--- src/rtl/field_seq_ctrl_if.sv ---
// ============================================================================
// Module      : field_seq_ctrl_if
// Description : Word/field handshake bundle between source, sequencer,
//               selector and field consumer.
// Revision    : 1.0
// ============================================================================
`default_nettype none

interface field_seq_ctrl_if;
    logic [15:0] i_word;
    logic        i_valid;
    logic        o_ready;
    logic [15:0] o_dp_data;
    logic [2:0]  i_dp_field;
    logic [2:0]  o_field;
    logic [1:0]  o_idx;
    logic        o_valid;
    logic        o_last;
    logic        i_ready;
    logic [4:0]  o_sum;
    logic        o_done;
    logic        o_busy;

    modport slave (
        input  i_word, i_valid, i_dp_field, i_ready,
        output o_ready, o_dp_data, o_field, o_idx, o_valid, o_last,
               o_sum, o_done, o_busy
    );

    modport master (
        output i_word, i_valid, i_dp_field, i_ready,
        input  o_ready, o_dp_data, o_field, o_idx, o_valid, o_last,
               o_sum, o_done, o_busy
    );
endinterface

`default_nettype wire

--- src/rtl/field_seq_ctrl.sv ---
// ============================================================================
// Module      : field_seq_ctrl
// Description : Steps an external registered field selector through fields
//               0..LAST_SEL of an accepted word and streams them out.
// Revision    : 1.0
// ============================================================================
`default_nettype none

module field_seq_ctrl #(
    parameter int LAST_SEL = 3
) (
    input  wire              i_clk,
    input  wire              i_rst,
    field_seq_ctrl_if.slave  bus
);

    localparam logic [1:0] c_last_idx = 2'(LAST_SEL);

    typedef enum logic [1:0] {
        S_IDLE  = 2'd0,
        S_ISSUE = 2'd1,
        S_CAPT  = 2'd2,
        S_OUT   = 2'd3
    } state_t;

    state_t      r_state, w_state_nxt;
    logic [13:0] r_word,  w_word_nxt;
    logic [1:0]  r_idx,   w_idx_nxt;
    logic [2:0]  r_field, w_field_nxt;
    logic [1:0]  r_oidx,  w_oidx_nxt;
    logic        r_last,  w_last_nxt;
    logic        r_valid, w_valid_nxt;
    logic [4:0]  r_sum,   w_sum_nxt;
    logic        r_done,  w_done_nxt;

    // Low two bits of the word are replaced by the select index downstream.
    wire [1:0] w_unused_bits = bus.i_word[1:0];

    always_ff @(posedge i_clk) begin
        if (i_rst) begin
            r_state <= S_IDLE;
            r_word  <= '0;
            r_idx   <= '0;
            r_field <= '0;
            r_oidx  <= '0;
            r_last  <= 1'b0;
            r_valid <= 1'b0;
            r_sum   <= '0;
            r_done  <= 1'b0;
        end else begin
            r_state <= w_state_nxt;
            r_word  <= w_word_nxt;
            r_idx   <= w_idx_nxt;
            r_field <= w_field_nxt;
            r_oidx  <= w_oidx_nxt;
            r_last  <= w_last_nxt;
            r_valid <= w_valid_nxt;
            r_sum   <= w_sum_nxt;
            r_done  <= w_done_nxt;
        end
    end

    always_comb begin
        w_state_nxt = r_state;
        w_word_nxt  = r_word;
        w_idx_nxt   = r_idx;
        w_field_nxt = r_field;
        w_oidx_nxt  = r_oidx;
        w_last_nxt  = r_last;
        w_valid_nxt = r_valid;
        w_sum_nxt   = r_sum;
        w_done_nxt  = 1'b0;
        case (r_state)
            S_IDLE: begin
                if (bus.i_valid) begin
                    w_word_nxt  = bus.i_word[15:2];
                    w_idx_nxt   = 2'd0;
                    w_sum_nxt   = 5'd0;
                    w_state_nxt = S_ISSUE;
                end
            end
            S_ISSUE: begin
                w_state_nxt = S_CAPT;
            end
            S_CAPT: begin
                // Selector output now reflects the select issued last cycle.
                w_field_nxt = bus.i_dp_field;
                w_oidx_nxt  = r_idx;
                w_last_nxt  = (r_idx == c_last_idx);
                w_sum_nxt   = r_sum + {2'b00, bus.i_dp_field};
                w_valid_nxt = 1'b1;
                w_state_nxt = S_OUT;
            end
            S_OUT: begin
                if (bus.i_ready) begin
                    w_valid_nxt = 1'b0;
                    if (r_idx == c_last_idx) begin
                        w_done_nxt  = 1'b1;
                        w_state_nxt = S_IDLE;
                    end else begin
                        w_idx_nxt   = r_idx + 2'd1;
                        w_state_nxt = S_ISSUE;
                    end
                end
            end
            default: begin
                w_state_nxt = S_IDLE;
            end
        endcase
    end

    assign bus.o_ready   = (r_state == S_IDLE) && !i_rst;
    assign bus.o_busy    = (r_state != S_IDLE);
    assign bus.o_dp_data = {r_word, r_idx};
    assign bus.o_field   = r_field;
    assign bus.o_idx     = r_oidx;
    assign bus.o_last    = r_last;
    assign bus.o_valid   = r_valid;
    assign bus.o_sum     = r_sum;
    assign bus.o_done    = r_done;

endmodule

`default_nettype wire

--- src/flat_wrapper.sv ---
// flat-port wrapper written by rule: the top's interface ports become plain ports
module field_seq_ctrl_flat 
#(
    parameter int LAST_SEL = 3
)
  (i_clk, i_rst, bus_i_word, bus_i_valid, bus_i_dp_field, bus_i_ready, bus_o_ready, bus_o_dp_data, bus_o_field, bus_o_idx, bus_o_valid, bus_o_last, bus_o_sum, bus_o_done, bus_o_busy);
  field_seq_ctrl_if bus_i ();
  input  wire i_clk;
  input  wire i_rst;
  input wire logic [$bits(bus_i.i_word)-1:0] bus_i_word;
  input wire logic [$bits(bus_i.i_valid)-1:0] bus_i_valid;
  input wire logic [$bits(bus_i.i_dp_field)-1:0] bus_i_dp_field;
  input wire logic [$bits(bus_i.i_ready)-1:0] bus_i_ready;
  output wire logic [$bits(bus_i.o_ready)-1:0] bus_o_ready;
  output wire logic [$bits(bus_i.o_dp_data)-1:0] bus_o_dp_data;
  output wire logic [$bits(bus_i.o_field)-1:0] bus_o_field;
  output wire logic [$bits(bus_i.o_idx)-1:0] bus_o_idx;
  output wire logic [$bits(bus_i.o_valid)-1:0] bus_o_valid;
  output wire logic [$bits(bus_i.o_last)-1:0] bus_o_last;
  output wire logic [$bits(bus_i.o_sum)-1:0] bus_o_sum;
  output wire logic [$bits(bus_i.o_done)-1:0] bus_o_done;
  output wire logic [$bits(bus_i.o_busy)-1:0] bus_o_busy;
  assign bus_i.i_word = bus_i_word;
  assign bus_i.i_valid = bus_i_valid;
  assign bus_i.i_dp_field = bus_i_dp_field;
  assign bus_i.i_ready = bus_i_ready;
  assign bus_o_ready = bus_i.o_ready;
  assign bus_o_dp_data = bus_i.o_dp_data;
  assign bus_o_field = bus_i.o_field;
  assign bus_o_idx = bus_i.o_idx;
  assign bus_o_valid = bus_i.o_valid;
  assign bus_o_last = bus_i.o_last;
  assign bus_o_sum = bus_i.o_sum;
  assign bus_o_done = bus_i.o_done;
  assign bus_o_busy = bus_i.o_busy;
  field_seq_ctrl #(.LAST_SEL(LAST_SEL)) u_core (.i_clk(i_clk), .i_rst(i_rst), .bus(bus_i));
endmodule
--- config.mk ---
export PLATFORM = sky130hd
export DESIGN_NAME = field_seq_ctrl_flat
export DESIGN_NICKNAME = d
export VERILOG_FILES = /design/src/rtl/field_seq_ctrl_if.sv /design/src/rtl/field_seq_ctrl.sv /design/src/flat_wrapper.sv
export SDC_FILE = /design/constraint.sdc
export NUM_CORES = 1
export LEC_CHECK = 0
export ABC_AREA = 0
export BUFFER_PORTS_ARGS = -buffer_cell sky130_fd_sc_hd__buf_4
export CAP_MARGIN = 40
export CORE_AREA = 3 3 67 69
export DETAILED_ROUTE_END_ITERATION = 10
export DIE_AREA = 0 0 70 72
export GPL_TIMING_DRIVEN = 0
export SLEW_MARGIN = 5
export SYNTH_ARGS = -nofsm -noshare
export SYNTH_HDL_FRONTEND = slang
export SYNTH_SLANG_ARGS = --single-unit
--- constraint.sdc ---
create_clock -name i_clk -period 1.8 [get_ports i_clk]
set_clock_uncertainty 0.15 [all_clocks]
set_input_delay 0.36 -clock i_clk [delete_from_list [all_inputs] [get_ports i_clk]]
set_output_delay 0.36 -clock i_clk [all_outputs]
set_load 0.01 [all_outputs]
==> flow_summary.toml, run 1 <==
[layout]
fin_util_pct = 48.8
fillers = 404
multi_input_area_um2 = 712
diodes = 0
synthToLayoutAreaGrowth_pct = 40.2
regArea_um2 = 623
finalNonFillerCells = 261
final_nets = 243
drive_gt1_share_pct = 33.2

[critical_path]
worst_path_largest_cell_delay_ns = 0.34
cpMostUsedCell = "inv_1"
crit_fanout = 7
path_class = "reg -> out"
start_kind = "flop"
critical-path-slowest-cell = "dfxtp_2"
end_kind = "primary output"
cp.arrival_ns = 1.20
cp.required_ns = 1.29
cp_cell_sequence = "inv_1 -> ha_4 -> inv_1 -> nor2_1 -> buf_4"

[cts]
cts.sinks = 31
cts_tree = "built"
htree_num_levels = 2
clkLatencyLatePin_ns = 0.28
clock_path_buffers = 2
cts_buffers = 5
path_clk_slew_ns = 0.07
post-cts-setup-buffers = 0
clockRootBuffer = "clkbuf_8"

[place]
place_inst = 255
place.port_buffers = 50
place_congestion = 0.737
place_hpwl_um = 2520

[floorplanning]
fp.dieArea_um2 = 5040
die_w_um = 70
io_pins = 54
rows = 23
start_util_pct = 34.8
coreArea_um2 = 3970
die_height_um = 72

[logic_synthesis]
syn_area_per_cell_um2 = 8.91
synth_area_um2 = 1380
yosysTopAreaCellShare_pct = 44.9
synth_top_area_cell = "dfxtp_1"
ys_warn_count = 0
synth_ff_type = "dfxtp_1"
synthTopCellsByCount = "nand2_1, dfxtp_1, a21oi_1"
yosysMostFrequentCell = "nand2_1"
seq_area_frac_synth_pct = 44.9
syn_inst = 155
ys_seq_elements = 31
synth_area_leaders = "dfxtp_1, nand2_1, ha_1, mux2i_1, a21oi_1"
synth_nets = 187
synthArstFlopShare_pct = 0
synth_enable_flop_cells = 0
yosysUniqueCellTypes = 31

[timing]
rsz0062_at_grt = "no"
finalCritPeriodShare_pct = 94.9
hold_viol_final = 0
max_freq_mhz = 585
tightestPinTransition_ns = 0.500
timing.hold.ws_ns = 0.176
setup_viol = 0
drv_slew = 0
slew_headroom_pct = 66.6
post-route-min-period_ns = 1.71

[drt]
firstDrtPassIters = 4
initialDrtViolationCount = 54
drc = 0
detail-route-antenna-nets = 0
wl_per_cell_um = 12.6
wirelength_um = 3290
vias = 1222
via_per_inst = 4.68

[power]
cellPowerDensity_nw_per_um2 = 1320
switching_power_uw = 868
p_comb_share_pct = 40.0
p_int_uw = 1690
ir_drop_v = 0.000540
power.total_uw = 2560
power.share.clock_pct = 25.7
switching_share_pct = 34.0
p_seq_share_pct = 34.4
power.leakage_uw = 0.000852

[grt]
grt_max_degree = 11
grt_overflow_total = 0
antenna_found_initial = 0
grt_use_total_pct = 13.4
grt_pass1_vias = 1132
grt_pass1_wl_um = 5360

[min_path]
hold_path.class = "in -> reg"

[run]
drv_cap = 0

[run_status]
status = "finished clean"
## placed cells by master, fill, tap and decap left out, types with 3 or more instances in the layout
master     netlist  final
a2bb2oi_1        3      3
clkbuf_8         0      5
a21oi_2          3      3
ha_1             8      7
inv_1            8      7
nand2_1         32     32
clkbuf_1         5      4
nor2b_1          3      3
nor2_1          14     14
dfxtp_1         31     29
a21oi_1         15     15
mux2i_1          9      9
buf_4            1     51
## final timing paths
path | startpoint | cells past startpoint | slack (ns) | to
worst max register to register | u_core.bus.o_sum[0] | 6 | 0.16 | u_core.bus.o_sum[4]
worst max-delay path | u_core.r_state[1] | 5 | 0.09 | bus_o_ready
worst min-delay path | bus_i_dp_field[2] | 3 | 0.18 | u_core.bus.o_field[2]
worst min register to register | u_core.r_word[11] | 2 | 0.30 | u_core.r_word[11]
## registers in the layout (all words and copies together) (netlist names)
register / flops
u_core.r_word: 14
u_core.bus.o_sum: 5
u_core.bus.o_field: 3
u_core.bus.o_idx: 2
u_core.r_idx: 2
u_core.r_state: 2
u_core.bus.o_done: 1
u_core.bus.o_last: 1
u_core.bus.o_valid: 1
## area by class of cell
cell class	count	area share [%]
clock inverter	1	1.55
timing repair buffer	50	19.4
inverter	8	1.55
buffer	6	1.61
tap	50	3.23
multi-input combinational	109	36.8
clock buffer	6	3.75
sequential	31	32.2
## power groups by stage
stage | Combinational (uW) | Sequential (uW) | Clock, uW
after floorplan | 595 | 926 | 0
after global placement | 981 | 889 | 0
after detailed placement | 991 | 890 | 0
after CTS | 1030 | 875 | 677
after global routing | 1130 | 896 | 698
final | 1020 | 879 | 657
## stage by stage
step | setup slack, ns | cell area [um2] | setup TNS [ns]
2_1_floorplan | 0.113 | 1380 | 0
3_3_place_gp | -0.0244 | 1820 | -0.0244
3_5_place_dp | -0.0379 | 1820 | -0.0379
4_1_cts | 0.0136 | 1930 | 0
5_1_grt | 0.0275 | 1940 | 0
6_report | 0.0917 | 1940 | 0
## logic make-up (layout without fill, tap and decap cells)
kind of cell | count (synthesis) | count (layout) | share of synthesized area, %
AO/OA/AOI/OAI | 29 | 29 | 14.5
XOR/XNOR | 1 | 1 | 0.634
adder cells (fa/ha/maj) | 9 | 9 | 8.70
buffers and inverters | 15 | 71 | 4.62
flip-flops | 31 | 31 | 44.9
multiplexers | 9 | 9 | 6.52
AND/OR/NAND/NOR | 61 | 61 | 20.1
## timing repair
item	CTS	global route
resized for setup	2	8
hold buffers	0	0
endpoints found under the setup margin	3	16
gates cloned	0	0
## critical path: cells and delay by family, from the launching register on
family        cells  cell delay [ns]
flops             1             0.34
buf+inv           3             0.30
fa+ha+maj         1             0.18
simple gates      1             0.10
## layer usage
layer,vias to the layer above,GRT usage [%],share of wire (%)
li1,629,-,-
met2,26,20.4,47
met5,-,0,0
met3,8,5.40,5.5
met4,0,5.74,2.0
met1,559,16.8,45
No activity file was read; power rests on OpenSTA's default activity.
==> run 2, diff against run 1 <==
--- a/config.mk
+++ b/config.mk
@@ -12,6 +12,7 @@
 export DETAILED_ROUTE_END_ITERATION = 10
 export DIE_AREA = 0 0 70 72
 export GPL_TIMING_DRIVEN = 0
+export REMOVE_ABC_BUFFERS = 1
 export SLEW_MARGIN = 5
 export SYNTH_ARGS = -nofsm -noshare
 export SYNTH_HDL_FRONTEND = slang
==> run 2 against run 1 <==
Compared with the run above: combinational power about the same; cell count shrank 1.5%; via count shrank 0.41%; core utilization shrank 0.47 points; clock power fell by 17%; non-clock buffer count fell by 4; first-iteration DRC count down 11%; worst hold slack got worse by 0.0067 ns; flip-flop and latch count unchanged; global-route usage rose by 0.50 points; highest routed layer unchanged.
==> flow_summary.toml, run 2 (same netlist as run 1, synthesis figures left out) <==
[drt]
firstDrtPassIters = 4
vias = 1217
drc = 0
via_per_inst = 4.74
detail-route-antenna-nets = 0
initialDrtViolationCount = 48
wl_per_cell_um = 13.2
wirelength_um = 3400

[critical_path]
end_kind = "primary output"
ff2ff_setup_slack_ns = 0.14
cp.arrival_ns = 1.22
r2r_start = "u_core.bus.o_sum[0]"
start_kind = "flop"
cp.required_ns = 1.29
crit_fanout = 6
reg2regPathDepth = 7
reg2reg_to = "u_core.bus.o_sum[4]"
path_class = "reg -> out"

[cts]
holdBufCountCts = 0
clockRootBuffer = "clkbuf_8"
cts_tree = "built"
cts_buffers = 5
cts.sinks = 31
clkLatencyLatePin_ns = 0.28
path_clk_slew_ns = 0.06
clock_path_buffers = 2
htree_num_levels = 2

[layout]
fin_area_um2 = 1920
top_register = "u_core.r_word"
diodes = 0
synthToLayoutAreaGrowth_pct = 38.9
drive_gt1_share_pct = 33.8
final_nets = 239
regArea_um2 = 626
largest_reg_flops = 14
multi_input_area_um2 = 722
fillers = 395
final_common_cell = "buf_4"
final_cell_mix = "buf_4, nand2_1, dfxtp_1, a21oi_1, nor2_1"
fin_util_pct = 48.3

[timing]
slew_headroom_pct = 67.2
setup_viol = 0
max_freq_mhz = 578
hold_viol_final = 0
final.setup.tns_ns = 0
finalCritPeriodShare_pct = 96.1
drv_slew = 0
post-route-min-period_ns = 1.73
tightestPinTransition_ns = 0.492

[floorplanning]
start_util_pct = 34.8
die_height_um = 72
die_w_um = 70
fp.dieArea_um2 = 5040
rows = 23
io_pins = 54
coreArea_um2 = 3970

[run_status]
status = "finished clean"

[run]
drv_cap = 0

[grt]
met2_usage_pct = 25.3
grt_pass1_vias = 1238
grt_overflow_total = 0
use_met1_pct = 14.8
met3_usage_pct = 3.60
grt_pass1_wl_um = 5570
grt_max_degree = 35
grt_use_total_pct = 13.9
busiest_layer = "met2"
antenna_found_initial = 0

[min_path]
hold_path.class = "in -> reg"
worstHoldEndpoint = "u_core.r_word[7]"
worstHoldPathCells = 3
holdCritStartpoint = "bus_i_word[9]"

[power]
ir_drop_v = 0.000533
power.leakage_uw = 0.000841
cellPowerDensity_nw_per_um2 = 1290

[place]
place_congestion = 0.729
place_hpwl_um = 2520
place.port_buffers = 51
dpl-instance-area_um2 = 1790
==> run 2: final cells by class <==
class                      instances  area share [%]
multi-input combinational        109            37.6
sequential                        31            32.6
timing repair buffer              52            20.4
clock buffer                       6            4.31
tap                               50            3.26
inverter                           8            1.57
clock inverter                     1           0.261
==> run 2: worst max-delay path, cell delays in order, from the launching register on <==
cell and delay, ns:
dfxtp_4 0.37, inv_1 0.12, ha_4 0.18, inv_1 0.05, nor2_1 0.10, buf_4 0.13
==> run 2: how the worst max path moves through the flow <==
| stage | from | end | slack [ns] | cells after the start |
|---|---|---|---|---|
| 3_3_place_gp | u_core.r_state[0] | u_core.bus.o_sum[4] | -0.18 | 5 |
| 5_1_grt | u_core.r_state[1] | bus_o_ready | -0.004 | 5 |
| 2_1_floorplan | u_core.r_state[0] | u_core.bus.o_sum[4] | 0.04 | 5 |
| 4_1_cts | u_core.r_state[0] | u_core.bus.o_sum[4] | -0.05 | 5 |
| 3_5_place_dp | u_core.r_state[0] | u_core.bus.o_sum[4] | -0.23 | 5 |
| 6_report | u_core.r_state[1] | bus_o_ready | 0.07 | 5 |
==> run 2: routing by layer <==
layer	vias up	share of wire, %
met2	24	53
met1	570	41
met3	5	4.5
li1	618	-
met4	0	1.4
met5	-	0
==> run 2: metrics by stage <==
step                hold slack [ns]  setup WS (ns)  power, uW  cells
floorplan                     0.279         0.0380       1490    148
global placement              0.295         -0.179       1820    249
detailed placement            0.298         -0.232       1870    249
CTS                           0.167        -0.0474       2430    256
global route                  0.164       -0.00373       2660    257
finish                        0.169         0.0697       2480    257
==> run 2: report_power, final <==
group / switching [uW] / internal (uW) / total (uW)
logic: 551 / 488 / 1040
registers: 81.0 / 812 / 893
clock network: 248 / 299 / 547
total: 880 / 1600 / 2480
==> run 2: what timing repair did <==
item / CTS / global route
setup endpoints to repair: 21 / 15
cloned: 0 / 0
hold endpoints to repair: 0 / 0
buffers inserted: 0 / 1
gates resized for setup: 3 / 8
pin swaps: 0 / 0
